**config.mk**
```make
export PLATFORM = sky130hd
export DESIGN_NAME = dll_lock_sequencer
export DESIGN_NICKNAME = d
export VERILOG_FILES = /design/src/rtl/dll_seq_pkg.sv /design/src/rtl/trim_popcount_diff.sv /design/src/rtl/dll_lock_sequencer.sv
export SDC_FILE = /design/constraint.sdc
export NUM_CORES = 1
export LEC_CHECK = 0
export ABC_CLOCK_PERIOD_IN_PS = 11700
export CELL_PAD_IN_SITES_DETAIL_PLACEMENT = 0
export CELL_PAD_IN_SITES_GLOBAL_PLACEMENT = 2
export CORE_UTILIZATION = 41
export DETAILED_ROUTE_END_ITERATION = 12
export PLACE_DENSITY_LB_ADDON = 0.15
export SYNTH_ARGS = -nofsm -noshare
export SYNTH_HDL_FRONTEND = slang
export SYNTH_HIERARCHICAL = 1
export SYNTH_SLANG_ARGS = --single-unit
```
**constraint.sdc**
```tcl
create_clock -name clock -period 11.7 [get_ports clock]
set_input_delay 2.925 -clock clock [delete_from_list [all_inputs] [get_ports clock]]
set_output_delay 2.925 -clock clock [all_outputs]
set_load 0.01 [all_outputs]
```
**src/rtl/dll_seq_pkg.sv**
```systemverilog
// Shared definitions for the DLL lock sequencer: widths and FSM state encodings.
package dll_seq_pkg;

    localparam int TRIM_W = 26;
    localparam int DIV_W  = 5;
    localparam int POP_W  = 5;

    typedef enum logic [2:0] {
        ST_OFF    = 3'd0,
        ST_SETTLE = 3'd1,
        ST_TRACK  = 3'd2,
        ST_LOCKED = 3'd3,
        ST_HOLD   = 3'd4,
        ST_DCO    = 3'd5
    } state_t;

    // States in which the DLL output clock is considered trustworthy for the core.
    function automatic logic clk_trusted(input state_t s);
        return (s == ST_LOCKED) || (s == ST_HOLD) || (s == ST_DCO);
    endfunction

endpackage

```
**src/rtl/trim_popcount_diff.sv**
```systemverilog
// Number of differing bits between two trim words (XOR followed by popcount).
module trim_popcount_diff
    import dll_seq_pkg::*;
(
    input  logic [TRIM_W-1:0] trim_a,
    input  logic [TRIM_W-1:0] trim_b,
    output logic [POP_W-1:0]  diff_bits
);

    logic [TRIM_W-1:0] diff_vec;

    genvar gi;
    generate
        for (gi = 0; gi < TRIM_W; gi++) begin : g_xor
            assign diff_vec[gi] = trim_a[gi] ^ trim_b[gi];
        end
    endgenerate

    // Count the set bits of the difference vector.
    always_comb begin
        diff_bits = '0;
        for (int i = 0; i < TRIM_W; i++) begin
            diff_bits = diff_bits + POP_W'(diff_vec[i]);
        end
    end

endmodule

```
**src/rtl/dll_lock_sequencer.sv**
```systemverilog
// Supervisory sequencer for the DLL: startup, settling, lock detection,
// loss-of-lock detection, timeout fallback to DCO mode and core-clock gating.
module dll_lock_sequencer
    import dll_seq_pkg::*;
#(
    parameter int SETTLE_CYCLES = 256,
    parameter int WINDOW_CYCLES = 64,
    parameter int LOCK_WINDOWS  = 4,
    parameter int MAX_WINDOWS   = 64,
    parameter int TOL_LOCK      = 1,
    parameter int TOL_UNLOCK    = 3
)
(
    input  logic              clock,
    input  logic              resetb,
    input  logic              req_enable,
    input  logic              req_dco,
    input  logic [TRIM_W-1:0] sw_trim,
    input  logic [DIV_W-1:0]  div_in,
    input  logic [TRIM_W-1:0] trim_in,
    input  logic              clear_flags,
    output logic              dll_enable,
    output logic              dll_dco,
    output logic [DIV_W-1:0]  dll_div,
    output logic [TRIM_W-1:0] dll_ext_trim,
    output logic              locked,
    output logic              lock_fail,
    output logic              lost_lock,
    output logic              clk_sel,
    output logic [2:0]        state
);

    localparam int SCW = $clog2(SETTLE_CYCLES + 1);
    localparam int WCW = $clog2(WINDOW_CYCLES + 1);
    localparam int LWW = $clog2(LOCK_WINDOWS + 1);
    localparam int MWW = $clog2(MAX_WINDOWS + 1);

    localparam logic [SCW-1:0]   SETTLE_LAST  = SCW'(SETTLE_CYCLES - 1);
    localparam logic [WCW-1:0]   WINDOW_LAST  = WCW'(WINDOW_CYCLES - 1);
    localparam logic [LWW-1:0]   LOCK_TARGET  = LWW'(LOCK_WINDOWS);
    localparam logic [MWW-1:0]   MAX_TARGET   = MWW'(MAX_WINDOWS);
    localparam logic [POP_W-1:0] TOL_LOCK_C   = POP_W'(TOL_LOCK);
    localparam logic [POP_W-1:0] TOL_UNLOCK_C = POP_W'(TOL_UNLOCK);

    state_t state_reg, state_next;

    logic [TRIM_W-1:0] trim_s1_reg, trim_s2_reg, trim_s3_reg;
    logic [TRIM_W-1:0] trim_f_reg;
    logic [TRIM_W-1:0] snap_reg;

    logic [SCW-1:0] settle_cnt_reg;
    logic [WCW-1:0] win_cyc_reg;
    logic [LWW-1:0] stable_cnt_reg, stable_cnt_next;
    logic [MWW-1:0] win_cnt_reg, win_cnt_next;

    logic              dll_enable_reg, dll_dco_reg, locked_reg, clk_sel_reg;
    logic              lock_fail_reg, lost_lock_reg;
    logic [DIV_W-1:0]  dll_div_reg;
    logic [TRIM_W-1:0] dll_ext_trim_reg;

    logic [POP_W-1:0] diff_bits;
    logic             win_end, settle_done, set_fail, set_lost;

    assign win_end     = (win_cyc_reg == WINDOW_LAST);
    assign settle_done = (settle_cnt_reg == SETTLE_LAST);

    // One comparator serves both the stability and the loss-of-lock tolerance.
    trim_popcount_diff u_diff (
        .trim_a    (trim_f_reg),
        .trim_b    (snap_reg),
        .diff_bits (diff_bits)
    );

    // Window bookkeeping for TRACK; both counters saturate.
    always_comb begin
        stable_cnt_next = '0;
        if (diff_bits <= TOL_LOCK_C) begin
            stable_cnt_next = (stable_cnt_reg == LOCK_TARGET) ? stable_cnt_reg
                                                              : stable_cnt_reg + LWW'(1);
        end
        win_cnt_next = (win_cnt_reg == MAX_TARGET) ? win_cnt_reg : win_cnt_reg + MWW'(1);
    end

    // Synchronize the asynchronous trim word; accept it only after two equal samples
    // so a multi-bit word caught mid-transition is never used.
    always_ff @(posedge clock or negedge resetb) begin
        if (!resetb) begin
            trim_s1_reg <= '0;
            trim_s2_reg <= '0;
            trim_s3_reg <= '0;
            trim_f_reg  <= '0;
        end else begin
            trim_s1_reg <= trim_in;
            trim_s2_reg <= trim_s1_reg;
            trim_s3_reg <= trim_s2_reg;
            if (trim_s2_reg == trim_s3_reg) begin
                trim_f_reg <= trim_s2_reg;
            end
        end
    end

    // State register.
    always_ff @(posedge clock or negedge resetb) begin
        if (!resetb) begin
            state_reg <= ST_OFF;
        end else begin
            state_reg <= state_next;
        end
    end

    // Next-state logic: disable and DCO requests override the per-state rules.
    always_comb begin
        state_next = state_reg;
        set_fail   = 1'b0;
        set_lost   = 1'b0;
        if (!req_enable) begin
            state_next = ST_OFF;
        end else if (req_dco && (state_reg != ST_DCO)) begin
            state_next = ST_DCO;
        end else begin
            case (state_reg)
                ST_OFF:    state_next = ST_SETTLE;
                ST_SETTLE: if (settle_done) state_next = ST_TRACK;
                ST_TRACK: begin
                    if (win_end) begin
                        // Lock takes precedence over timeout at the same window end.
                        if (stable_cnt_next >= LOCK_TARGET) begin
                            state_next = ST_LOCKED;
                        end else if (win_cnt_next >= MAX_TARGET) begin
                            state_next = ST_HOLD;
                            set_fail   = 1'b1;
                        end
                    end
                end
                ST_LOCKED: begin
                    if (win_end && (diff_bits > TOL_UNLOCK_C)) begin
                        state_next = ST_TRACK;
                        set_lost   = 1'b1;
                    end
                end
                ST_HOLD:   state_next = ST_HOLD;
                ST_DCO:    if (!req_dco) state_next = ST_SETTLE;
                default:   state_next = ST_OFF;
            endcase
        end
    end

    // Settling, window-cycle and window-statistics counters.
    always_ff @(posedge clock or negedge resetb) begin
        if (!resetb) begin
            settle_cnt_reg <= '0;
            win_cyc_reg    <= '0;
            stable_cnt_reg <= '0;
            win_cnt_reg    <= '0;
        end else begin
            if (state_reg != ST_SETTLE) begin
                settle_cnt_reg <= '0;
            end else if (!settle_done) begin
                settle_cnt_reg <= settle_cnt_reg + SCW'(1);
            end

            if ((state_reg == ST_TRACK) || (state_reg == ST_LOCKED)) begin
                win_cyc_reg <= win_end ? '0 : win_cyc_reg + WCW'(1);
            end else begin
                win_cyc_reg <= '0;
            end

            // Statistics only matter in TRACK; held at zero elsewhere so every
            // entry into TRACK (from SETTLE or after a loss of lock) starts fresh.
            if (state_reg == ST_TRACK) begin
                if (win_end) begin
                    stable_cnt_reg <= stable_cnt_next;
                    win_cnt_reg    <= win_cnt_next;
                end
            end else begin
                stable_cnt_reg <= '0;
                win_cnt_reg    <= '0;
            end
        end
    end

    // Trim snapshot: taken when tracking begins and refreshed at every window end.
    always_ff @(posedge clock or negedge resetb) begin
        if (!resetb) begin
            snap_reg <= '0;
        end else if ((state_reg == ST_SETTLE) && (state_next == ST_TRACK)) begin
            snap_reg <= trim_f_reg;
        end else if (((state_reg == ST_TRACK) || (state_reg == ST_LOCKED)) && win_end) begin
            snap_reg <= trim_f_reg;
        end
    end

    // Registered DLL controls and status, derived from the state being entered.
    always_ff @(posedge clock or negedge resetb) begin
        if (!resetb) begin
            dll_enable_reg   <= 1'b0;
            dll_dco_reg      <= 1'b0;
            locked_reg       <= 1'b0;
            clk_sel_reg      <= 1'b0;
            dll_div_reg      <= '0;
            dll_ext_trim_reg <= '0;
        end else begin
            dll_enable_reg <= (state_next != ST_OFF);
            dll_dco_reg    <= (state_next == ST_HOLD) || (state_next == ST_DCO);
            locked_reg     <= (state_next == ST_LOCKED);
            // Rises one cycle after entering a trusted state, drops on the exit edge.
            clk_sel_reg    <= clk_trusted(state_reg) && clk_trusted(state_next);
            if ((state_reg == ST_OFF) && (state_next != ST_OFF)) begin
                dll_div_reg <= div_in;
            end
            if (state_next == ST_DCO) begin
                dll_ext_trim_reg <= sw_trim;
            end else if ((state_reg == ST_TRACK) && (state_next == ST_HOLD)) begin
                dll_ext_trim_reg <= trim_f_reg;
            end
        end
    end

    // Sticky fault flags: a set event beats a simultaneous clear.
    always_ff @(posedge clock or negedge resetb) begin
        if (!resetb) begin
            lock_fail_reg <= 1'b0;
            lost_lock_reg <= 1'b0;
        end else begin
            if (set_fail) begin
                lock_fail_reg <= 1'b1;
            end else if (clear_flags) begin
                lock_fail_reg <= 1'b0;
            end
            if (set_lost) begin
                lost_lock_reg <= 1'b1;
            end else if (clear_flags) begin
                lost_lock_reg <= 1'b0;
            end
        end
    end

    assign dll_enable   = dll_enable_reg;
    assign dll_dco      = dll_dco_reg;
    assign dll_div      = dll_div_reg;
    assign dll_ext_trim = dll_ext_trim_reg;
    assign locked       = locked_reg;
    assign lock_fail    = lock_fail_reg;
    assign lost_lock    = lost_lock_reg;
    assign clk_sel      = clk_sel_reg;
    assign state        = state_reg;

endmodule
```
---- Yosys cells after proc, flatten, opt, wreduce, memory -nomap -nowiden ----
Cells that the tools add are included.
word-level totals
  register bits after elaboration ......... 196
  input bits .............................. 62
  output and inout bits ................... 40
  logic and storage cells ................. 151
cells by class
  add/subtract/negate cells ............... 29
  magnitude comparators ................... 4
  equality and inequality tests ........... 18
  mux-type cells .......................... 37
  bitwise gates (word level) .............. 26
  reductions and logical operators ........ 19
operators by type and width
  kind                                                                              number
  5-bit by 1-bit adder with 5-bit output                                            24
  26-bit two-way mux                                                                4
  3-bit two-way mux                                                                 12
  7-bit two-way mux                                                                 5
  26-bit equality test                                                              1
  1-bit XOR                                                                         26
  9-bit two-way mux                                                                 2
  3-bit case mux with 6 select lines                                                1
  3-bit equality test, second input constant                                        5
  7-bit by 1-bit adder with 7-bit output, second input constant                     2
  1-bit two-way mux                                                                 13
  3-bit by 2-bit equality test with 1-bit output, second input constant             4
  9-bit by 1-bit adder with 9-bit output, second input constant                     1
  9-bit by 8-bit equality test with 1-bit output, second input constant             1
  2-bit nonzero test                                                                4
  7-bit by 6-bit equality test with 1-bit output, second input constant             1
  7-bit equality test, second input constant                                        1
  7-bit greater-or-equal comparator, second input constant                          1
  1-bit logical AND                                                                 7
  1-bit logical OR                                                                  6
  5-bit by 2-bit greater-than comparator with 1-bit output, second input constant   1
  5-bit by 1-bit less-or-equal comparator with 1-bit output, second input constant  1
  3-bit by 1-bit adder with 3-bit output, second input constant                     1
  3-bit by 1-bit equality test with 1-bit output, second input constant             1
  other kinds (8)                                                                   8

---- Depth between registers and ports, before layout ----
  depth in word-level cells ............... 38
  gate-level depth with buffers ........... 24
  mapped depth without buffers ............ 22

---- By module ----
The synthesis kept the hierarchy.
by module, submodules not included
  module              times used  cells each  area an instance (um^2)  seq. area each (um^2)
  dll_lock_sequencer  1           540         7422.1                   4904.7
  trim_popcount_diff  1           78          823.3                    0.0

---- Worst setup path before layout ----
No wires, ideal clock.
  path kind ............................... flip-flop to flip-flop
  start ................................... register trim_f_reg[17]
  end ..................................... register dll_ext_trim_reg[13] (netlist: dll_ext_trim[13])
  library setup time ...................... 0.125 ns
  arrival ................................. 6.415 ns
  required time ........................... 11.575 ns
  slack ................................... 5.160 ns
  stages on the path, launching flop included .. 25
  buffers on the path ..................... 2
  period minus slack after synthesis ...... 6.540 ns
  path through ............................ dfrtp_1 -> xor2_1 -> fa_1 -> inv_1 -> fa_1 -> inv_1 -> fa_1 -> fa_1 -> inv_1 -> fa_1 -> fa_1 -> inv_1 -> ha_1 -> fa_1 -> a21o_1 -> a21oi_2 -> xnor2_1 -> or4_4 -> or3_1 -> o221ai_2 -> a21oi_2 -> and2_4 -> buf_6 -> buf_6 -> mux2_4
between the ends
  word-level cells in the longest chain between the ends .. 21
  elaborated cells on any way between the ends .. 26
  those cells by class .................... add/sub (9); order compare (3); eq/ne (2); mux (8); bitwise (1); reduce/logical (3)
ends and longest elaborated chain
  what                                                       line                       text
  start: declaration                                         dll_lock_sequencer.sv:48   logic [TRIM_W-1:0] trim_f_reg;
  start signal: assignment                                   dll_lock_sequencer.sv:97   trim_f_reg <= trim_s2_reg;
  1-bit XOR *                                                trim_popcount_diff.sv:15   assign diff_vec[gi] = trim_a[gi] ^ trim_b[gi];
  5-bit by 1-bit adder with 5-bit output * (9 in series)     trim_popcount_diff.sv:23   diff_bits = diff_bits + POP_W'(diff_vec[i]);
  named net diff_bits[4]                                     dll_lock_sequencer.sv:61   logic [POP_W-1:0] diff_bits;
  5-bit by 1-bit less-or-equal comparator with 1-bit output  dll_lock_sequencer.sv:77   if (diff_bits <= TOL_LOCK_C) begin
  3-bit two-way mux                                          dll_lock_sequencer.sv:77
  3-bit greater-or-equal comparator                          dll_lock_sequencer.sv:127  if (stable_cnt_next >= LOCK_TARGET) begin
  3-bit two-way mux                                          dll_lock_sequencer.sv:127
  3-bit two-way mux                                          dll_lock_sequencer.sv:125  if (win_end) begin
  3-bit case mux with 6 select lines *                       dll_lock_sequencer.sv:121  case (state_reg)
  3-bit two-way mux *                                        dll_lock_sequencer.sv:118  end else if (req_dco && (state_reg != ST_DCO)) begin
  3-bit two-way mux *                                        dll_lock_sequencer.sv:116  if (!req_enable) begin
  3-bit equality test                                        dll_lock_sequencer.sv:213  end else if ((state_reg == ST_TRACK) && (state_next == ST_HOLD)) begin
  1-bit logical AND                                          dll_lock_sequencer.sv:213
  2-bit nonzero test (no source line)                        -
  end signal: assignment                                     dll_lock_sequencer.sv:212  dll_ext_trim_reg <= sw_trim;
  end signal: assignment                                     dll_lock_sequencer.sv:214  dll_ext_trim_reg <= trim_f_reg;
  end: declaration                                           dll_lock_sequencer.sv:59   logic [TRIM_W-1:0] dll_ext_trim_reg;
The timed path passes the listed nets; every way through them passes the cells marked *.
A chain may end at the register's enable or synchronous reset.

---- Worst setup path after layout ----
  start ................................... register trim_f_reg[17]
  end ..................................... register dll_ext_trim_reg[5] (netlist: dll_ext_trim[5])
The elaborated chain is that of the path after synthesis.

==> metrics.csv <==
metric,value,unit
timing.setup.tns,0,ns
clk_latency,0.44,ns
track_usage,19.04,%
r2r_cells,23,
first_pass_iters,4,
finalSetupViolations,0,
synth_top_cell_by_area,dfrtp_1,
fin_skew,0.01840,ns
antenna_cells,0,
vias,4973,
r2r_setup_slack,4.64,ns
clock.fmax,141.7,MHz
die_x,143.8,microns
power.density,146.3,nW/um^2
syn-instance-count,618,
cts-hold-fix-buffers,0,
cts_buffers,17,
ys_warn_count,6,
path_clk_slew,0.08,ns
r2r-start,trim_f_reg[17],
dp_hpwl,13.19,mm
antenna_found_initial,0,
rows,51,
rsz0062_at_grt,false,
post_drt_wl_per_cell,18.13,microns
drtIter0Drc,238,
overflow,0,
peakVddDrop,0.08762,mV
io_buffers,101,
drc,0,
final_core_utilization,51.99,%
synth_area_leaders,"dfrtp_1 (59%), mux2_2 (7.6%), xor2_1 (4.5%), fa_1 (4.4%), xnor2_1 (2.7%)",
period_share,60.30,%
crit_path_end,dll_ext_trim[5],
setup_slack,4.644,ns
ys_seq_area_share,59.48,%
critPathLaunchType,register,
critPathKind,reg -> reg,
synth_ff_type,dfrtp_1,
grt_first_pass_wirelength,28.97,mm
hold_class,reg -> reg,
power.leakage,4.688,nW
wl,18.13,mm
required,12.01,ns
nNetsFinal,818,
end_kind,register,
synth_top_area_share,59.48,%
synth-async-reset-ratio,100.0,%
clockRootBuffer,clkbuf_16,
reg2reg_to,dll_ext_trim[5],
cts_max_level,4,
power,1.490,mW
pre_cts_slack,4.633,ns
post_cts_buffers,0,
grt_pass1_vias,5253,
clock_sinks,196,
cp_max_fo,23,
initial_core_util,42.09,%
ant_nets,0,
final_max_slew_viol_count,0,
synth_fp_nets,714,
startpoint,trim_f_reg[17],
fin_crit,7.056,ns
syn_to_final_growth,23.52,%
clk_path_buf_depth,2,
hold_viol_final,0,
status,"finished, final reports clean",
grt_start_max_net_pins,97,
max_slew_margin,34.22,%
cts_resized,0,
cts_tree,yes,
fp.dieArea,20680,sq um
maxCapViolCount,0,
ys_ff_latch,196,
final_layout_size_suffix_gt1_share,14.15,%
post_synth_num_cell_types,51,
tightest_slew,0.9867,ns
vias_per_cell,4.973,
place_congestion,0.8111,
fp.dieH,143.8,microns
synth_area_per_cell,13.34,sq um
design.core.area,19590,sq um
arrival,7.36,ns
ios,102,
synthesis.area,8245,sq um
synth-edff-count,0,
## stage by stage
stage / instances / instance area [sq um] / hold WS, ns
2_1_floorplan: 618 / 8245 / 0.3312
3_3_place_gp: 968 / 9545 / 0.3314
3_5_place_dp: 968 / 9545 / 0.3347
4_1_cts: 1000 / 10180 / 0.3522
5_1_grt: 1000 / 10180 / 0.3571
6_report: 1000 / 10180 / 0.3505
## how the worst min path moves through the flow
stage / start / end / slack (ns) / cells past startpoint
after floorplan: trim_s1_reg[0] / trim_s2_reg[0] / 0.33 / 0
after global routing: trim_s1_reg[6] / trim_s2_reg[6] / 0.36 / 0
after global placement: trim_s1_reg[10] / trim_s2_reg[10] / 0.33 / 0
after detailed placement: trim_s1_reg[0] / trim_s2_reg[0] / 0.33 / 0
after CTS: trim_s1_reg[18] / trim_s2_reg[18] / 0.35 / 0
final: trim_s1_reg[18] / trim_s2_reg[18] / 0.35 / 0
## critical path, cell delays in order (launching register included)
cell	delay (ns)
dfrtp_1	0.42
xor2_1	0.17
fa_1	0.55
inv_1	0.06
fa_1	0.53
inv_1	0.06
fa_1	0.46
fa_1	0.49
inv_1	0.06
fa_1	0.50
fa_1	0.55
inv_1	0.04
ha_1	0.22
fa_1	0.40
a21o_1	0.19
a21oi_2	0.15
xnor2_1	0.09
or4_4	0.43
or3_1	0.34
o221ai_2	0.20
a21oi_2	0.05
buf_4	0.22
and4b_1	0.37
a221o_1	0.36
## layout make-up
| type | count | area (sq um) |
|---|---|---|
| multi-input combinational | 368 | 3137 |
| fill | 1691 | 9405 |
| clock buffer | 18 | 429.2 |
| inverter | 34 | 127.6 |
| clock inverter | 14 | 210.2 |
| sequential | 196 | 4905 |
| tap | 265 | 331.6 |
| timing repair buffer | 105 | 1045 |
## synthesized netlist by cell type, types with 4 or more instances
| cell | instances |
|---|---|
| a21boi_0 | 13 |
| nor2_1 | 32 |
| fa_1 | 18 |
| nand2b_1 | 6 |
| dfrtp_1 | 196 |
| nand2_1 | 21 |
| mux2_2 | 56 |
| a2bb2oi_1 | 7 |
| buf_2 | 5 |
| nor4_1 | 4 |
| mux2_4 | 4 |
| inv_1 | 34 |
| xor2_1 | 42 |
| or3_1 | 8 |
| o21ai_0 | 13 |
| nand3_1 | 7 |
| a221o_1 | 12 |
| a22o_1 | 8 |
| o22ai_1 | 6 |
| clkbuf_1 | 13 |
| xnor2_1 | 25 |
| a21oi_1 | 21 |
| ha_1 | 16 |
| and3_1 | 6 |
| nand4_1 | 6 |
## power breakdown
| group | internal, mW | total, mW | switching, mW |
|---|---|---|---|
| sequential | 0.712 | 0.736 | 0.0240 |
| combinational | 0.0788 | 0.137 | 0.0585 |
| clock | 0.331 | 0.617 | 0.286 |
| total | 1.12 | 1.49 | 0.368 |
## cell usage in the layout (no fill, tap or decap), drive strengths merged, types with 4 or more instances in the layout
| cell type | n |
|---|---|
| and3 | 6 |
| fa | 18 |
| clkinv | 6 |
| ha | 16 |
| nand2 | 21 |
| mux2 | 60 |
| nor2 | 32 |
| a22o | 8 |
| o22ai | 6 |
| xnor2 | 25 |
| dfrtp | 196 |
| inv | 40 |
| a21boi | 13 |
| nor4 | 5 |
| or3 | 8 |
| nand3 | 7 |
| a21oi | 23 |
| clkdlybuf4s50 | 100 |
| clkbuf | 19 |
| nand4 | 6 |
| o21ai | 14 |
| xor2 | 42 |
| a2bb2oi | 7 |
| nand2b | 6 |
| a221o | 12 |
| buf | 4 |
## per-layer routing
layer | wire (microns) | track usage (%)
met1 | 8251 | 25.15
met2 | 9219 | 32.12
met3 | 466 | 3.932
met4 | 194 | 4.479
met5 | 0 | 0
## cell families (layout without fill, tap and decap cells)
group,count (synthesis),after routing,synth area share (%)
compound gates,96,96,8.361
xor+xnor,67,67,7.117
fa+ha+maj,34,34,6.798
buf+inv,54,171,2.716
flops,196,196,59.48
mux,61,61,8.498
simple gates,110,110,7.026
(Power assumes the default switching activity.)
